==> config.mk <==
export PLATFORM = sky130hd
export DESIGN_NAME = wtc_7seg_multi
export DESIGN_NICKNAME = d
export VERILOG_FILES = /design/src/rtl/wtc_7seg_multi.sv
export SDC_FILE = /design/constraint.sdc
export NUM_CORES = 1
export LEC_CHECK = 0
export BUFFER_PORTS_ARGS = -buffer_cell sky130_fd_sc_hd__buf_2
export CELL_PAD_IN_SITES_DETAIL_PLACEMENT = 1
export CELL_PAD_IN_SITES_GLOBAL_PLACEMENT = 2
export CORE_MARGIN = 1
export CORE_UTILIZATION = 37
export CTS_CLUSTER_SIZE = 40
export DETAILED_ROUTE_END_ITERATION = 8
export GPL_TIMING_DRIVEN = 0
export PLACE_DENSITY_LB_ADDON = 0.1
export SYNTH_ARGS = -nofsm -noshare
export SYNTH_HDL_FRONTEND = slang
export SYNTH_SLANG_ARGS = --single-unit
==> constraint.sdc <==
create_clock -name i_Clk -period 8.45 [get_ports i_Clk]
set_input_delay 0.845 -clock i_Clk [delete_from_list [all_inputs] [get_ports i_Clk]]
set_output_delay 0.845 -clock i_Clk [all_outputs]
set_load 0.01 [all_outputs]
==> src/rtl/wtc_7seg_multi.sv <==
// Multi-digit 7-segment driver with hex decode and animated display modes.
// Optional leading-zero blanking is enabled by defining WTC_7SEG_LEADING_ZERO_BLANK_EN.
module wtc_7seg_multi #(
    parameter int unsigned NUM_DIGITS = 2,
    parameter int unsigned CNT_WIDTH  = 24,
    parameter bit          ACTIVE_LOW = 1'b1
) (
    input  logic                    i_Clk,
    input  logic                    i_Rst,
    input  logic [2:0]              i_Mode,
    input  logic [4*NUM_DIGITS-1:0] i_Binary_Num,
    input  logic [CNT_WIDTH-1:0]    i_Period,
    output logic [7*NUM_DIGITS-1:0] o_Segments,
    output logic                    o_Tick
);

    localparam logic [2:0] MODE_STATIC = 3'd0;
    localparam logic [2:0] MODE_BLANK  = 3'd1;
    localparam logic [2:0] MODE_LAMP   = 3'd2;
    localparam logic [2:0] MODE_BLINK  = 3'd3;
    localparam logic [2:0] MODE_SEGTOG = 3'd4;
    localparam logic [2:0] MODE_CHASE  = 3'd5;

    localparam logic [7*NUM_DIGITS-1:0] SEG_DARK = {(7*NUM_DIGITS){ACTIVE_LOW}};

    logic [CNT_WIDTH-1:0]    cnt_q;
    logic                    phase_q;
    logic [6:0]              tick_cnt_q;
    logic [2:0]              chase_q;
    logic [2:0]              mode_q;
    logic [4*NUM_DIGITS-1:0] num_q;
    logic [7*NUM_DIGITS-1:0] seg_q, seg_d;
    logic                    tick_q;

    logic [CNT_WIDTH-1:0] period_m1;
    logic                 tick_hit;

    function automatic logic [6:0] hex_decode(input logic [3:0] nib);
        case (nib)
            4'h0: hex_decode = 7'h7E;
            4'h1: hex_decode = 7'h30;
            4'h2: hex_decode = 7'h6D;
            4'h3: hex_decode = 7'h79;
            4'h4: hex_decode = 7'h33;
            4'h5: hex_decode = 7'h5B;
            4'h6: hex_decode = 7'h5F;
            4'h7: hex_decode = 7'h70;
            4'h8: hex_decode = 7'h7F;
            4'h9: hex_decode = 7'h7B;
            4'hA: hex_decode = 7'h77;
            4'hB: hex_decode = 7'h1F;
            4'hC: hex_decode = 7'h4E;
            4'hD: hex_decode = 7'h3D;
            4'hE: hex_decode = 7'h4F;
            default: hex_decode = 7'h47;
        endcase
    endfunction

    // A zero period behaves as one clock per tick.
    always_comb begin
        period_m1 = (i_Period == '0) ? '0 : i_Period - 1'b1;
        tick_hit  = (cnt_q >= period_m1);
    end

`ifdef WTC_7SEG_LEADING_ZERO_BLANK_EN
    // upper_zero[d]: nibbles d..NUM_DIGITS-1 are all zero.
    logic [NUM_DIGITS-1:0] upper_zero;
    always_comb begin
        logic run;
        run        = 1'b1;
        upper_zero = '0;
        for (int d = NUM_DIGITS - 1; d >= 0; d--) begin
            run           = run & (num_q[4*d +: 4] == 4'h0);
            upper_zero[d] = run;
        end
    end
`endif

    always_comb begin
        logic [6:0] dec;
        logic [6:0] lit;
        seg_d = '0;
        for (int d = 0; d < NUM_DIGITS; d++) begin
            dec = hex_decode(num_q[4*d +: 4]);
`ifdef WTC_7SEG_LEADING_ZERO_BLANK_EN
            if (d > 0 && upper_zero[d]) begin
                dec = 7'h00;
            end
`endif
            case (mode_q)
                MODE_STATIC: lit = dec;
                MODE_BLANK:  lit = 7'h00;
                MODE_LAMP:   lit = 7'h7F;
                MODE_BLINK:  lit = phase_q ? dec : 7'h00;
                MODE_SEGTOG: lit = dec & ~tick_cnt_q;
                MODE_CHASE:  lit = 7'h40 >> chase_q;
                default:     lit = 7'h00;
            endcase
            seg_d[7*d +: 7] = ACTIVE_LOW ? ~lit : lit;
        end
    end

    always_ff @(posedge i_Clk) begin
        if (i_Rst) begin
            cnt_q      <= '0;
            phase_q    <= 1'b1;
            tick_cnt_q <= '0;
            chase_q    <= '0;
            mode_q     <= MODE_STATIC;
            num_q      <= '0;
            seg_q      <= SEG_DARK;
            tick_q     <= 1'b0;
        end else begin
            num_q <= i_Binary_Num;
            seg_q <= seg_d;
            // A mode change restarts the animation and suppresses the tick.
            if (i_Mode != mode_q) begin
                mode_q     <= i_Mode;
                cnt_q      <= '0;
                phase_q    <= 1'b1;
                tick_cnt_q <= '0;
                chase_q    <= '0;
                tick_q     <= 1'b0;
            end else if (tick_hit) begin
                cnt_q      <= '0;
                tick_q     <= 1'b1;
                phase_q    <= ~phase_q;
                tick_cnt_q <= tick_cnt_q + 7'd1;
                chase_q    <= (chase_q == 3'd5) ? 3'd0 : chase_q + 3'd1;
            end else begin
                cnt_q  <= cnt_q + 1'b1;
                tick_q <= 1'b0;
            end
        end
    end

    assign o_Segments = seg_q;
    assign o_Tick     = tick_q;

endmodule
After elaboration in Yosys (flattened, before gate mapping)

Memories as Yosys holds them, arrays and structs flattened. A register that Yosys moved wholly into a read port is not among the register bits.
Cells that the tools add are included.

Bits in registers: 53
Latch bits: 0
RAM bits: 0
Bits in read-only memories: 224
Input port bits: 37
Output and inout port bits: 15
Word-level logic and storage cells: 40
Memories kept: 2

Memory list:

| memory          | depth | width | rd ports | clocked after memory_dff | write ports | line | RTL |
|---|---|---|---|---|---|---|---|
| (no name shown) | 16    | 7     | 1        | 1                        | 0           | 39   | `case (nib)` |
| (no name shown) | 16    | 7     | 1        | 1                        | 0           | 39   |  |

$add $sub $neg: 4
Multipliers: 0
Div/mod/pow operators: 0
$lt $le $gt $ge: 1
Eq/ne operators: 6
Shifts and indexed selects: 1
Muxes and demuxes: 9
Bitwise logic cells: 6
Reduce and logical (&&, ||, !) cells: 4

Operator list:

| cell                                                | count |
|---|---|
| one-hot mux 7 bit (5 select lines)                  | 2 |
| adder 24 x 1 -> 24 bit, second input constant       | 1 |
| greater-or-equal comparator 24 bit                  | 1 |
| logical NOT 24 bit                                  | 1 |
| 2-to-1 mux 24 bit                                   | 1 |
| subtractor 24 x 1 -> 24 bit, second input constant  | 1 |
| inverter 7 bit                                      | 3 |
| AND 7 bit                                           | 2 |
| 2-to-1 mux 7 bit                                    | 2 |
| equality test 3 bit, second input constant          | 3 |
| 2-to-1 mux 4 bit                                    | 2 |
| adder 7 x 1 -> 7 bit, second input constant         | 1 |
| right shift 7 x 3 -> 7 bit, first input constant    | 1 |
| equality test 3 x 2 -> 1 bit, second input constant | 2 |
| adder 3 x 1 -> 3 bit, second input constant         | 1 |
| logical NOT 3 bit                                   | 1 |
| 2-to-1 mux 3 bit                                    | 1 |
| != test 3 bit                                       | 1 |
| OR reduction 3 bit                                  | 1 |
| OR reduction 2 bit                                  | 1 |
| 2-to-1 mux 1 bit                                    | 1 |
| inverter 1 bit                                      | 1 |

Logic depth before layout (Yosys ltp)

Depth after elaboration: 4
Depth in mapped cells: 15
Mapped depth without buffers: 13

Worst setup path after synthesis

Ideal clock, no wire load.

Path kind: input to register
From: in i_Period[5]
To: reg cnt_q[15]
Setup time: 0.117 ns
Arrival: 4.114 ns
Data required time: 8.333 ns
Path slack: 4.219 ns
Cell stages on the path: 14
Path buffers: 2
Path through: or4_1 nor2_2 nand3_2 or4_1 nor3_1 a21oi_1 ha_1 nand4_1 nor4_1 or3b_1 clkbuf_1 nand3_1 buf_2 nor2_1

Word-level cells in the longest chain between the ends: 4
Elaborated cells on any way between the ends: 5
Classes of those cells: 1 x add/sub; 1 x order compare; 1 x mux; 2 x reduce/logical

Ends and longest elaborated chain:

| item                                                                     | line | RTL |
|---|---|---|
| from (decl)                                                              | 12   | `input logic [CNT_WIDTH-1:0] i_Period,` |
| subtractor 24 x 1 -> 24 bit / logical NOT 24 bit (equally long branches) | 61   | `period_m1 = (i_Period == '0) ? '0 : i_Period - 1'b1;` |
| 2-to-1 mux 24 bit (*)                                                    | 61   |  |
| greater-or-equal comparator 24 bit (*)                                   | 62   | `tick_hit = (cnt_q >= period_m1);` |
| OR reduction 3 bit (no line) (*)                                         | n/a  |  |
| to (signal assigned)                                                     | 131  | `cnt_q <= cnt_q + 1'b1;` |
| to (decl)                                                                | 26   | `logic [CNT_WIDTH-1:0] cnt_q;` |

Mark *: on every way between the ends. The rest lies on a longest branch, timed or not.
A chain may end at the register's enable or synchronous reset.

Final worst setup path

From: in i_Period[5]
To: reg cnt_q[16]

The elaborated chain is that of the path after synthesis.

==> results.md <==
- CP Max Fanout: 10
- Setup TNS: 0 ns
- Post-synth EDFFs: 0
- Clock latency on the worst-skew pair: 0.34 ns
- Power Dens Cells: 162 nW/um^2
- Largest net degree at the start of global routing: 13
- Drt total wl: 11.9 mm
- Period utilization: about three fifths
- DIE WIDTH: approximately 110 um
- Synth top area cells: dfxtp_1 (32%), ha_1 (13%), xor2_1 (5.8%)
- Drt first-iter violations: 107
- Antenna viol nets, final: 0
- Total power: 0.802 mW
- CTS tree: yes
- Slew margin rel.: a little under a quarter
- Share of layout cells above drive strength 1: ~14%
- Number of synthesized register bits: 67
- PostCTS Resize Cnt: 0
- Critical setup path kind: input pin to flip-flop
- CP max-delay cell: or4_1
- Most common cell in the netlist: dfxtp_1
- Fin crit period: 4.96 ns
- Primary FF master, synth: dfxtp_1
- Routability cong.: 0.805
- Multi-input combinational cell area: between 2000 and 3000 um^2
- RR Startpoint: cnt_q[21]$_SDFF_PP0_
- CP peak stage delay: 0.63 ns
- Setup violation total in the final timing report: 0
- Avg Cell Area, Syn: 8.05 um^2
- Clk root buf: clkbuf_16
- Nets: 667
- Clock skew: 0.00588 ns
- Routed len/inst: 16.2 um
- Clk slew on worst S/H paths: 0.06 ns
- Leakage: between 2 and 2.5 nW
- CTS hold repair buffers: 0
- Number of CTS-inserted buffers: 9
- Number of global-route vias before repair: 4055
- DP Area: between 4000 and 5000 um^2
- Share of Yosys cell area claimed by the top area cell type: a little under a third
- Worst vdd ir: 0.102 mV
- # rows: 38
- Library cells used by synthesis: 52
- Hold Path Sink: o_Segments[4]$_SDFF_PP1_
- Worst r2r path cells: 8
- All-Layer GR Usage: 21.2%
- Post-Syn Area: around 4200 um^2
- Cells after Synth: 526
- PortBufs: 50
- Initial core utilization: 38.6%
- First-pass GRT wire length: 19.3 mm
- Sinks on Clock Net: 67
- Clock Path Buffers: 2
- Worst R2R End: cnt_q[16]$_SDFF_PP0_
- Worst Path Buf+Inv: 3
- First drt pass iteration count: 4
- Layout Utilization: 45.1%
- Initial antenna violation count: 0
- Grt ovf: 0
- Vias per inst: 5.35
- Signal arrival time at the worst endpoint: 5.18 ns
- Post-DP HPWL: 9.31 mm
- Most frequent cells after synthesis: dfxtp_1 (67), nand2_1 (62), nor2_1 (51)
- Highest clock rate: 202 MHz
- Synth area leader: dfxtp_1
- Synth async-reset ratio: 0%
- Fillcell total: between 1000 and 1500
- Fin. max-slew vios: 0
- Syn_nets: 606
- Cell Chain, Critical Path: buf_2 > or4_1 > nor2_2 > nand3_2 > or4_1 > nor3_1 > a21oi_1 > ha_1 > nand4_1 > nor4_1 > or3b_1 > clkbuf_1 > nand3_1 > buf_2 > nor2_1
- Final hold vios: 0
- Ant diodes: 0
- Register-to-register setup slack: 5.51 ns
- Post-CTS setup repair buffer count: 0
- Setup crit end kind: flip-flop
- H-tree lvl count: 3
- Run status: completed
- P&R area growth vs syn: 17.0%
- RSZ-0062 raised after global routing: no
- Core area: 11000 um^2
- HP Class: flip-flop to flip-flop
- Max-Cap Viols: 0
- Fin area: roughly 5000 um^2
- Worst Hold Path Cells: 2
- Crit path max-delay family: simple AND/OR/NAND/NOR gates
- Critical Path RT: between 8 and 9 ns
- Sequential cell area fraction in the yosys report: about a third
- DR DRC count: 0
- Syn. warnings: 0
- FF+latch area: 1340 um^2
- Ports: between 50 and 60
- Worst Setup Start Kind: input pin
- Tightest Pin Transition: ~1.1 ns
- Die area: 11900 um^2
- Via count: ~4000
- Die H: around 110 um
-- layout make-up --
cell class	instances	share of cell area, %
clock buffer	10	4.62
multi-input combinational	423	55.4
sequential	67	27.1
clock inverter	6	1.34
buffer	17	1.57
tap	140	3.54
inverter	19	1.44
timing repair buffer	50	5.05
-- power breakdown --
| part | total, mW | internal [mW] | switching [mW] |
|---|---|---|---|
| Clock | 0.370 | 0.228 | 0.142 |
| Sequential | 0.334 | 0.329 | 0.00517 |
| Combinational | 0.0977 | 0.0393 | 0.0585 |
| Total | 0.802 | 0.596 | 0.206 |
-- stage by stage --
step	worst slack [ns]	hold slack, ns	std cells
2_1_floorplan	4.22	0.441	526
3_3_place_gp	3.21	0.455	716
3_5_place_dp	3.10	0.457	716
4_1_cts	3.43	0.478	732
5_1_grt	3.26	0.499	732
6_report	3.49	0.469	732
-- worst max-delay path by stage --
stage	slack, ns	from	cells after the start	endpoint
after global routing	3.26	i_Period[5]	15	cnt_q[16]$_SDFF_PP0_
after CTS	3.43	i_Period[5]	15	cnt_q[16]$_SDFF_PP0_
after global placement	3.21	i_Period[5]	15	cnt_q[16]$_SDFF_PP0_
after floorplan	4.22	i_Period[5]	14	cnt_q[15]$_SDFF_PP0_
final	3.49	i_Period[5]	15	cnt_q[16]$_SDFF_PP0_
after detailed placement	3.10	i_Period[5]	15	cnt_q[16]$_SDFF_PP0_
-- logic make-up after synthesis --
| family | share of synthesized area, % |
|---|---|
| and+or+nand+nor | 25.7 |
| adders and majority gates | 12.7 |
| muxes | 0.946 |
| xor gates and xnor gates | 8.27 |
| buffers and inverters | 3.52 |
| AOI/OAI and AO/OA | 17.1 |
| DFF | 31.7 |
-- worst min-delay path: stages (launching register included) --
cell	delay [ns]
dfxtp_1	0.30
nand2_1	0.05
a21o_1	0.10
-- metal layers --
metal | routed length, um | global-route usage [%] | up-vias | share of wire [%]
met3 | 373 | 3.23 | 11 | 3.1
li1 | - | - | 1992 | -
met5 | 0 | 0 | - | 0
met2 | 6080 | 40.1 | 57 | 51
met1 | 5290 | 24.3 | 1853 | 45
met4 | 126 | 5.79 | 0 | 1.1
-- cells in the final DEF, fill, tap and decap left out, types with 5 or more instances in the layout --
cell type,count
nor4_1,8
buf_2,55
nor2b_1,10
dfxtp_1,67
xnor2_1,12
or4_1,5
a21o_1,17
nand2_1,62
clkbuf_16,9
nor3_1,17
o21ai_0,26
inv_1,19
nor2_1,51
a21oi_1,34
clkbuf_1,12
xor2_1,28
nand3_1,22
nand4_1,9
nand2b_1,9
and3_1,7
ha_1,43
No activity file was read; power rests on OpenSTA's default activity.
